### src/rtl/pred_unit_pipe.sv
// -----------------------------------------------------------------------------
// pred_unit_pipe
//   Pipelined multi-lane intra prediction unit.
//   Per lane:
//     angular : (w1*r1 + w2*r2 + 16) >> 5
//     planar  : (w1*r1 + w2*r2 + ((r1a+r2a+1) << L)) >> (L+1),  L = min(pu,4)+2
//   All products are built by shift-add.
//   Three register stages:
//     S1 - input capture
//     S2 - products and rounding/corner term
//     S3 - sum, shift, narrow, plus block framing
//
// Ports
//   clk, rst              clock, synchronous active-high reset
//   in_valid / in_ready   input handshake
//   in_first              beat opens a new PU block
//   pu                    block size code (0=4x4 .. >=4 -> 64x64)
//   angle_or_planar       1 = angular, 0 = planar
//   weight1 / weight2     per-lane weights, lane 0 in the LSBs
//   ref1 / ref2           per-lane main references
//   ref1a / ref2a         per-lane planar corner references
//   out_valid / out_ready output handshake
//   pred_out              per-lane predicted samples
//   out_last              final beat of a block, qualified by out_valid
//
// Build option
//   PRED_CLIP_EN  defined   : each lane saturates to 2^BIT_DEPTH-1
//                 undefined : each lane wraps to its low BIT_DEPTH bits
// -----------------------------------------------------------------------------
module pred_unit_pipe #(
    parameter int BIT_DEPTH = 8,
    parameter int LANES     = 4,
    parameter int WEIGHT_W  = 7
) (
    input  logic                          clk,
    input  logic                          rst,
    input  logic                          in_valid,
    output logic                          in_ready,
    input  logic                          in_first,
    input  logic [2:0]                    pu,
    input  logic                          angle_or_planar,
    input  logic [LANES*WEIGHT_W-1:0]     weight1,
    input  logic [LANES*WEIGHT_W-1:0]     weight2,
    input  logic [LANES*BIT_DEPTH-1:0]    ref1,
    input  logic [LANES*BIT_DEPTH-1:0]    ref2,
    input  logic [LANES*BIT_DEPTH-1:0]    ref1a,
    input  logic [LANES*BIT_DEPTH-1:0]    ref2a,
    output logic                          out_valid,
    input  logic                          out_ready,
    output logic [LANES*BIT_DEPTH-1:0]    pred_out,
    output logic                          out_last
);

    localparam int S  = BIT_DEPTH + WEIGHT_W + 3;
    localparam int LG = $clog2(LANES);

    // Unsigned product via one gated, shifted copy of r per weight bit.
    function automatic logic [S-1:0] shift_add_mul(input logic [WEIGHT_W-1:0] w,
                                                   input logic [BIT_DEPTH-1:0] r);
        logic [S-1:0] acc;
        logic [S-1:0] r_ext;
        acc   = {S{1'b0}};
        r_ext = S'(r);
        for (int b = 0; b < WEIGHT_W; b++) begin
            if (w[b]) acc = acc + (r_ext << b);
            else      acc = acc;
        end
        return acc;
    endfunction

    // Block size code to log2 of the PU edge length.
    function automatic logic [2:0] pu_to_l(input logic [2:0] p);
        if (p >= 3'd4) return 3'd6;
        else           return p + 3'd2;
    endfunction

    // Narrow the shifted sum to the sample width.
    function automatic logic [BIT_DEPTH-1:0] narrow(input logic [S-1:0] v);
`ifdef PRED_CLIP_EN
        if (|v[S-1:BIT_DEPTH]) return {BIT_DEPTH{1'b1}};
        else                   return v[BIT_DEPTH-1:0];
`else
        return v[BIT_DEPTH-1:0];
`endif
    endfunction

    // ---------------- stage registers ----------------
    logic                         s1_v_r, s1_first_r, s1_ang_r;
    logic [2:0]                   s1_pu_r;
    logic [LANES*WEIGHT_W-1:0]    s1_w1_r, s1_w2_r;
    logic [LANES*BIT_DEPTH-1:0]   s1_r1_r, s1_r2_r, s1_r1a_r, s1_r2a_r;

    logic                         s2_v_r, s2_first_r;
    logic [2:0]                   s2_pu_r, s2_sh_r;
    logic [S-1:0]                 s2_p1_r [LANES];
    logic [S-1:0]                 s2_p2_r [LANES];
    logic [S-1:0]                 s2_t_r  [LANES];

    logic                         out_valid_r, out_last_r;
    logic [LANES*BIT_DEPTH-1:0]   pred_r;
    logic [11:0]                  cnt_r, blen_r;
    logic                         busy_r;

    // ---------------- combinational signals ----------------
    logic                         in_ready_s;
    logic [2:0]                   s1_l_s, sh_nx_s;
    logic [S-1:0]                 p1_nx_s [LANES];
    logic [S-1:0]                 p2_nx_s [LANES];
    logic [S-1:0]                 t_nx_s  [LANES];
    logic [LANES*BIT_DEPTH-1:0]   pred_nx_s;
    logic [3:0]                   blen_exp_s;
    logic [11:0]                  blen_beat_s, idx_s, blen_use_s, cnt_nx_s, blen_nx_s;
    logic                         busy_nx_s, last_nx_s;

    // Whole pipe advances together; it only stops when the output is held.
    assign in_ready_s = ~rst & ~(out_valid_r & ~out_ready);
    assign in_ready   = in_ready_s;
    assign out_valid  = out_valid_r;
    assign out_last   = out_last_r;
    assign pred_out   = pred_r;

    // S2 datapath: products, rounding or corner term, and final shift amount.
    always_comb begin
        s1_l_s = pu_to_l(s1_pu_r);
        if (s1_ang_r) sh_nx_s = 3'd5;
        else          sh_nx_s = s1_l_s + 3'd1;
        for (int i = 0; i < LANES; i++) begin
            p1_nx_s[i] = shift_add_mul(s1_w1_r[i*WEIGHT_W +: WEIGHT_W], s1_r1_r[i*BIT_DEPTH +: BIT_DEPTH]);
            p2_nx_s[i] = shift_add_mul(s1_w2_r[i*WEIGHT_W +: WEIGHT_W], s1_r2_r[i*BIT_DEPTH +: BIT_DEPTH]);
            if (s1_ang_r) begin
                t_nx_s[i] = S'(5'd16);
            end else begin
                t_nx_s[i] = (S'(s1_r1a_r[i*BIT_DEPTH +: BIT_DEPTH]) +
                             S'(s1_r2a_r[i*BIT_DEPTH +: BIT_DEPTH]) + S'(1'b1)) << s1_l_s;
            end
        end
    end

    // S3 datapath: sum, shift and narrow each lane.
    always_comb begin
        pred_nx_s = {(LANES*BIT_DEPTH){1'b0}};
        for (int i = 0; i < LANES; i++) begin
            pred_nx_s[i*BIT_DEPTH +: BIT_DEPTH] =
                narrow((s2_p1_r[i] + s2_p2_r[i] + s2_t_r[i]) >> s2_sh_r);
        end
    end

    // Block framing, evaluated as each beat enters the output register.
    // Beats in the output register always transfer before the next one
    // loads, so counting at load time equals counting transfers.
    // blen is B-1; with B = 4096 the 12-bit shift wraps to 0 and the
    // subtraction yields 4095 as required.
    always_comb begin
        blen_exp_s  = {pu_to_l(s2_pu_r), 1'b0} - 4'(LG);
        blen_beat_s = (12'd1 << blen_exp_s) - 12'd1;
        cnt_nx_s    = cnt_r;
        busy_nx_s   = busy_r;
        blen_nx_s   = blen_r;
        last_nx_s   = out_last_r;
        idx_s       = 12'd0;
        blen_use_s  = blen_r;
        if (in_ready_s) begin
            if (s2_v_r) begin
                if (s2_first_r || !busy_r) begin
                    idx_s      = 12'd0;
                    blen_use_s = blen_beat_s;
                end else begin
                    idx_s      = cnt_r;
                    blen_use_s = blen_r;
                end
                blen_nx_s = blen_use_s;
                last_nx_s = (idx_s == blen_use_s);
                if (idx_s == blen_use_s) begin
                    cnt_nx_s  = 12'd0;
                    busy_nx_s = 1'b0;
                end else begin
                    cnt_nx_s  = idx_s + 12'd1;
                    busy_nx_s = 1'b1;
                end
            end else begin
                last_nx_s = 1'b0;
            end
        end else begin
            last_nx_s = out_last_r;
        end
    end

    // S1: capture the input beat and its control.
    always_ff @(posedge clk) begin
        if (rst) begin
            s1_v_r     <= 1'b0;
            s1_first_r <= 1'b0;
            s1_ang_r   <= 1'b0;
            s1_pu_r    <= 3'd0;
            s1_w1_r    <= {(LANES*WEIGHT_W){1'b0}};
            s1_w2_r    <= {(LANES*WEIGHT_W){1'b0}};
            s1_r1_r    <= {(LANES*BIT_DEPTH){1'b0}};
            s1_r2_r    <= {(LANES*BIT_DEPTH){1'b0}};
            s1_r1a_r   <= {(LANES*BIT_DEPTH){1'b0}};
            s1_r2a_r   <= {(LANES*BIT_DEPTH){1'b0}};
        end else if (in_ready_s) begin
            s1_v_r     <= in_valid;
            s1_first_r <= in_first;
            s1_ang_r   <= angle_or_planar;
            s1_pu_r    <= pu;
            s1_w1_r    <= weight1;
            s1_w2_r    <= weight2;
            s1_r1_r    <= ref1;
            s1_r2_r    <= ref2;
            s1_r1a_r   <= ref1a;
            s1_r2a_r   <= ref2a;
        end
    end

    // S2: register products, term and the control that travels with them.
    always_ff @(posedge clk) begin
        if (rst) begin
            s2_v_r     <= 1'b0;
            s2_first_r <= 1'b0;
            s2_pu_r    <= 3'd0;
            s2_sh_r    <= 3'd0;
            for (int i = 0; i < LANES; i++) begin
                s2_p1_r[i] <= {S{1'b0}};
                s2_p2_r[i] <= {S{1'b0}};
                s2_t_r[i]  <= {S{1'b0}};
            end
        end else if (in_ready_s) begin
            s2_v_r     <= s1_v_r;
            s2_first_r <= s1_first_r;
            s2_pu_r    <= s1_pu_r;
            s2_sh_r    <= sh_nx_s;
            for (int i = 0; i < LANES; i++) begin
                s2_p1_r[i] <= p1_nx_s[i];
                s2_p2_r[i] <= p2_nx_s[i];
                s2_t_r[i]  <= t_nx_s[i];
            end
        end
    end

    // S3: output register and block counter.
    always_ff @(posedge clk) begin
        if (rst) begin
            out_valid_r <= 1'b0;
            out_last_r  <= 1'b0;
            pred_r      <= {(LANES*BIT_DEPTH){1'b0}};
            cnt_r       <= 12'd0;
            blen_r      <= 12'd0;
            busy_r      <= 1'b0;
        end else begin
            if (in_ready_s) begin
                out_valid_r <= s2_v_r;
                pred_r      <= pred_nx_s;
            end
            out_last_r <= last_nx_s;
            cnt_r      <= cnt_nx_s;
            blen_r     <= blen_nx_s;
            busy_r     <= busy_nx_s;
        end
    end

endmodule

### config.mk
export PLATFORM = sky130hd
export DESIGN_NAME = pred_unit_pipe
export DESIGN_NICKNAME = d
export VERILOG_FILES = /design/src/rtl/pred_unit_pipe.sv
export SDC_FILE = /design/constraint.sdc
export NUM_CORES = 2
export LEC_CHECK = 0
export CORE_ASPECT_RATIO = 0.7
export CORE_MARGIN = 2
export CORE_UTILIZATION = 60
export DETAILED_ROUTE_END_ITERATION = 8
export DONT_BUFFER_PORTS = 1
export GPL_ROUTABILITY_DRIVEN = 0
export HOLD_SLACK_MARGIN = 0.1
export MAX_ROUTING_LAYER = met4
export PLACE_DENSITY = 0.79
export SETUP_SLACK_MARGIN = 0.1
export SYNTH_ARGS = -nofsm -noshare
export SYNTH_HDL_FRONTEND = slang
export SYNTH_SLANG_ARGS = --single-unit
### constraint.sdc
create_clock -name clk -period 8.06 [get_ports clk]
set_clock_uncertainty 0.2 [all_clocks]
set_input_delay 1.209 -clock clk [delete_from_list [all_inputs] [get_ports clk]]
set_output_delay 1.209 -clock clk [all_outputs]
set_load 0.02 [all_outputs]
## Word level (Yosys, flattened, before mapping)

Memory sizes are Yosys's and may differ from the RTL's.
Index checks and enable logic that the tools add are counted.
W data, S select, Z words.

| word-level totals | value |
|---|---|
| flip-flop bits (word level) | 257 |
| bits in writable memories | 216 |
| input port bits | 193 |
| output and inout bits | 35 |
| word-level logic and storage cells | 214 |
| memories | 3 |

| cells by class | value |
|---|---|
| $add $sub $neg | 70 |
| order comparisons | 2 |
| equal/unequal tests | 1 |
| shifts and indexed selects | 9 |
| mux-type cells | 89 |
| bitwise operators | 17 |
| reduce and logical (&&, ||, !) cells | 3 |

Memories:

| name | depth | bits a word | read ports | clocked after memory_dff | write ports | RTL line | text |
|---|---|---|---|---|---|---|---|
| s2_p1_r | 4 | 18 | 4 | 0 | 4 | 95 | `logic [S-1:0] s2_p1_r [LANES];` |
| s2_p2_r | 4 | 18 | 4 | 0 | 4 | 96 | `logic [S-1:0] s2_p2_r [LANES];` |
| s2_t_r | 4 | 18 | 4 | 0 | 4 | 97 | `logic [S-1:0] s2_t_r [LANES];` |

Operators with widths:

| cell | number |
|---|---|
| $mux W18 | 64 |
| $add A18 B10 Y18 | 8 |
| $add A18 B11 Y18 | 8 |
| $add A18 B12 Y18 | 8 |
| $add A18 B13 Y18 | 8 |
| $add A18 B14 Y18 | 8 |
| $add A18 B18 Y18 | 8 |
| $add A18 B9 Y18 | 8 |
| $mux W12 | 7 |
| $shl A10 B3 Y18 | 4 |
| $shr A18 B3 Y8 | 4 |
| $mux W8 | 8 |
| $add A9 B1 Y10 const B | 4 |
| $add A8 B8 Y9 | 4 |
| $add A12 B1 Y12 const B | 1 |
| $eq A12 B12 Y1 | 1 |
| $or A1 B1 Y1 | 12 |
| $shl A1 B4 Y12 const A | 1 |
| $sub A12 B1 Y12 const B | 1 |
| $mux W3 | 3 |
| $mux W1 | 7 |
| $add A3 B2 Y3 const B | 2 |
| $ge A3 B3 Y1 const B | 2 |
| $sub A4 B2 Y4 const B | 1 |
| 6 further kinds | 9 |

## Depth between registers and ports, before layout

| depth | value |
|---|---|
| word-level depth | 14 |
| gate-level depth with buffers | 44 |
| mapped depth without buffers | 43 |

## Worst setup path before layout

No wires, ideal clock.

| timing | value |
|---|---|
| path type | register to register |
| start | register s1_r2_r[1] |
| end | memory s2_p2_r[0][13] in the netlist's numbering, data pin |
| setup time | 0.270 ns |
| arrival | 7.068 ns |
| required time | 7.590 ns |
| path slack | 0.522 ns |
| stages on the path, launching flop included | 38 |
| buffers on the path | 0 |
| clock period less this slack | 7.538 ns |
| cell sequence | dfxtp_1 > and2_1 > ha_1 > inv_1 > fa_1 > nor2b_1 > a211oi_1 > o311a_1 > nor4_1 > a21o_1 > ha_1 > or4b_2 > a41oi_1 > or3_1 > ha_1 > nand2_1 > a21oi_1 > a211oi_1 > [... 2 more ...] > ha_1 > a21o_1 > a31oi_1 > xnor2_1 > nand2_1 > nand2_1 > ha_1 > a21oi_1 > o21ai_0 > a21oi_1 > xor2_1 > o21ai_0 > ha_1 > a21oi_1 > o21ai_0 > xor2_1 > nand2_1 > a21oi_1 |

RTL lines:

| element | RTL line | text |
|---|---|---|
| start, declared | 91 | `logic [LANES*BIT_DEPTH-1:0] s1_r1_r, s1_r2_r, s1_r1a_r, s1_r2a_r;` |
| start signal, assigned | 198 | `s1_r2_r <= {(LANES*BIT_DEPTH){1'b0}};` |
| start signal, assigned | 209 | `s1_r2_r <= ref2;` |
| end, declared | 96 |  |

==> results.toml <==
[clock_network]
cts.sinks = 437
clock_path_buffers = 3
numCtsBuffers = 46
insertion_delay_ns = 0.64
root_buffer = "clkbuf_16"
clk_pin_slew_ns = 0.06
h-tree-depth = 2
cts_tree = "done"

[global_route]
use_met3_pct = 6.24
grt_pass1_wl_mm = 191
grt_use_met2_pct = 45.8
overflow = 0
grtUsageMet1_pct = 46.1
antenna_found_initial = 3
grt_pass1_vias = 35428
grt.busiest_layer = "met1"
grt_usage_pct = 32.2
grt_start_max_net_pins = 240

[logic_synthesis]
yosys-top-cells-area = "ha_1, edfxtp_1, dfxtp_1, nand2_1, a21oi_1"
synth_top_area_share_pct = 14.4
synthCells = 5218
yosysWarnings = 0
synthDistinctLibCells = 108
ys_seq_elements = 437
post-synth-top-count-cell = "nand2_1"
ys_seq_area_share_pct = 24.5
synth_commonest_cells = "nand2_1, a21oi_1, ha_1"
avgSynthCellArea_sq_um = 8.27
yosysTopAreaCell = "ha_1"
synthArstFlopShare_pct = 0
syn_area_sq_mm = 0.0431
synth_edf_count = 180
synth_ff_type = "dfxtp_1"

[sta]
hold_violations = 0
maxSlewHeadroom_pct = 15.9
layout_setup_ws_ns = 0.0117
finalSetupViolCount = 0
drv_slew = 0
timing.final.crit_share_pct = 99.9
timing.final.crit_period_ns = 8.05
rsz0062_at_grt = "true"
tightest_slew_ns = 1.23
timing.fmax_ghz = 0.124

[final_layout]
fin_nets = 6032
fillCellCount = 5525
areaGrowthSynthToFinish_pct = 12.8
drive_above_1_share_pct = 14.2
instances_no_fill = 6237
stdcell_area_sq_mm = 0.0486

[die]
die_y_um = 228
rows = 82
start_util_pct = 60.4
core_sq_mm = 0.0714
io_pins = 228
fp.dieW_um = 324
dieArea_sq_mm = 0.0741

[place]
io_buffers = 0
dpl-instance-area_sq_mm = 0.0443
post-place-ws_ns = -0.158
hpwl_mm = 90.4
dp.cells = 6066

[critical_path]
crit_slowest_cell = "or4b_2"
critical_path_class = "reg -> reg"
cp-end-kind = "flip-flop"
path_delay_family = "simple AND/OR/NAND/NOR gates"
critPathArrivalTime_ns = 8.24
cp.required_ns = 8.25
cp_max_fo = 6
crit_buf_inv = 1
cpPeakStageDelay_ns = 0.68
start_kind = "flip-flop"

[outcome]
status = "finished clean"

[hold_path]
worstHoldPathType = "reg -> reg"

[power]
fin_total_pwr_mw = 8.16
ir_drop_uv = 156
pwr_density_cell_mw_per_mm2 = 168
p_leak_nw = 22.2

[route]
drtIter0Drc = 4718
finalWirelength_mm = 127
routedWlPerCell_um = 20.3
num_vias = 39760
drt_first_pass_iters = 9
ant_nets = 0
viasPerCell = 6.37
drc_errors = 0

[job]
drv_cap = 0
[worst paths after layout]
| path | start | endpoint | slack (ns) | cells after the start |
|---|---|---|---|---|
| max | s1_w2_r[0] | s2_p2_r[0][12] | 0.01 | 37 |
| min | s1_r2a_r[8] | s1_r2a_r[8] | 0.25 | 2 |
| max reg2reg | s1_w2_r[0] | s2_p2_r[0][12] | 0.01 | 37 |
| min reg2reg | s1_r2a_r[8] | s1_r2a_r[8] | 0.25 | 2 |
[through the flow]
stage               hold slack (ns)  setup TNS (ns)  utilization, %
floorplan                     0.232               0               -
detailed placement            0.240          -0.643            62.0
CTS                           0.248               0            64.4
global placement              0.234               0            62.0
global route                  0.264           -1.88            68.1
finish                        0.252               0            68.1
[report_power, final]
part	internal, mW	switching [mW]	total, mW
combinational	1.30	1.78	3.08
sequential	2.51	0.317	2.83
clock	1.22	1.03	2.25
total	5.03	3.12	8.16
[area by class of cell]
| type | instances | area, sq um | area share [%] |
|---|---|---|---|
| Antenna cell | 2 | 5.00 | 0.0103 |
| Clock buffer | 53 | 1210 | 2.48 |
| Clock inverter | 32 | 309 | 0.635 |
| Inverter | 323 | 1220 | 2.52 |
| Multi-Input combinational cell | 4239 | 32700 | 67.3 |
| Sequential cell | 437 | 10600 | 21.7 |
| Tap cell | 966 | 1210 | 2.48 |
| Timing Repair Buffer | 185 | 1390 | 2.86 |
[kinds of logic (layout without fill, tap and decap cells)]
family | Yosys count | after routing | synth area share, %
XOR/XNOR | 321 | 321 | 6.54
buffers and inverters | 549 | 593 | 4.89
multiplexers | 217 | 217 | 5.42
other | 2 | 11 | 0.0174
AO/OA/AOI/OAI | 1477 | 1477 | 22.3
adder cells (fa/ha/maj) | 607 | 607 | 19.6
AND/OR/NAND/NOR | 1608 | 1608 | 16.9
flip-flops | 437 | 437 | 24.5
[per-layer routing]
layer  share of wire, %  wire [um]
met1                 43      54700
met2                 43      54200
met3                 11      13500
met4                3.3       4150
met5                  0          0
[cell usage in the layout, fill, tap and decap left out, types with 76 or more instances in the layout]
cell type / n
a21o_1: 134
a21oi_1: 441
buf_4: 184
dfxtp_1: 246
edfxtp_1: 180
fa_1: 104
ha_1: 430
inv_1: 296
mux2i_1: 155
nand2_1: 697
nand3_1: 76
nor2_1: 361
nor3_1: 100
o21ai_0: 172
xnor2_1: 185
xor2_1: 121
[flip-flops by register name, summed over array words and instances, names as in the netlist, 3 cells and up]
| signal | count |
|---|---|
| s1_w2_r | 28 |
| s1_r2_r | 32 |
| s1_w1_r | 28 |
| s1_pu_r | 3 |
| cnt_r | 12 |
| s1_r1_r | 32 |
| s1_r2a_r | 32 |
| blen_r | 12 |
| pred_out | 32 |
| s1_r1a_r | 32 |
| s2_p1_r | 60 |
| s2_t_r | 60 |
| s2_sh_r | 3 |
| s2_p2_r | 60 |
| s2_pu_r | 3 |
[tightest hold or removal path: stages, from the launching register on]
cell and delay, ns:
dfxtp_1 0.31, nand2_1 0.05, a21oi_1 0.05
[what timing repair did]
| item | 4_1_cts | 5_1_grt |
|---|---|---|
| endpoints found under the setup margin | 28 | 45 |
| pin swaps | 4 | 137 |
| gates resized for setup | 38 | 413 |
| hold buffers | 0 | 0 |
| buffers inserted | 8 | 76 |
| endpoints found under the hold margin | 0 | 0 |
(Power assumes the default switching activity.)
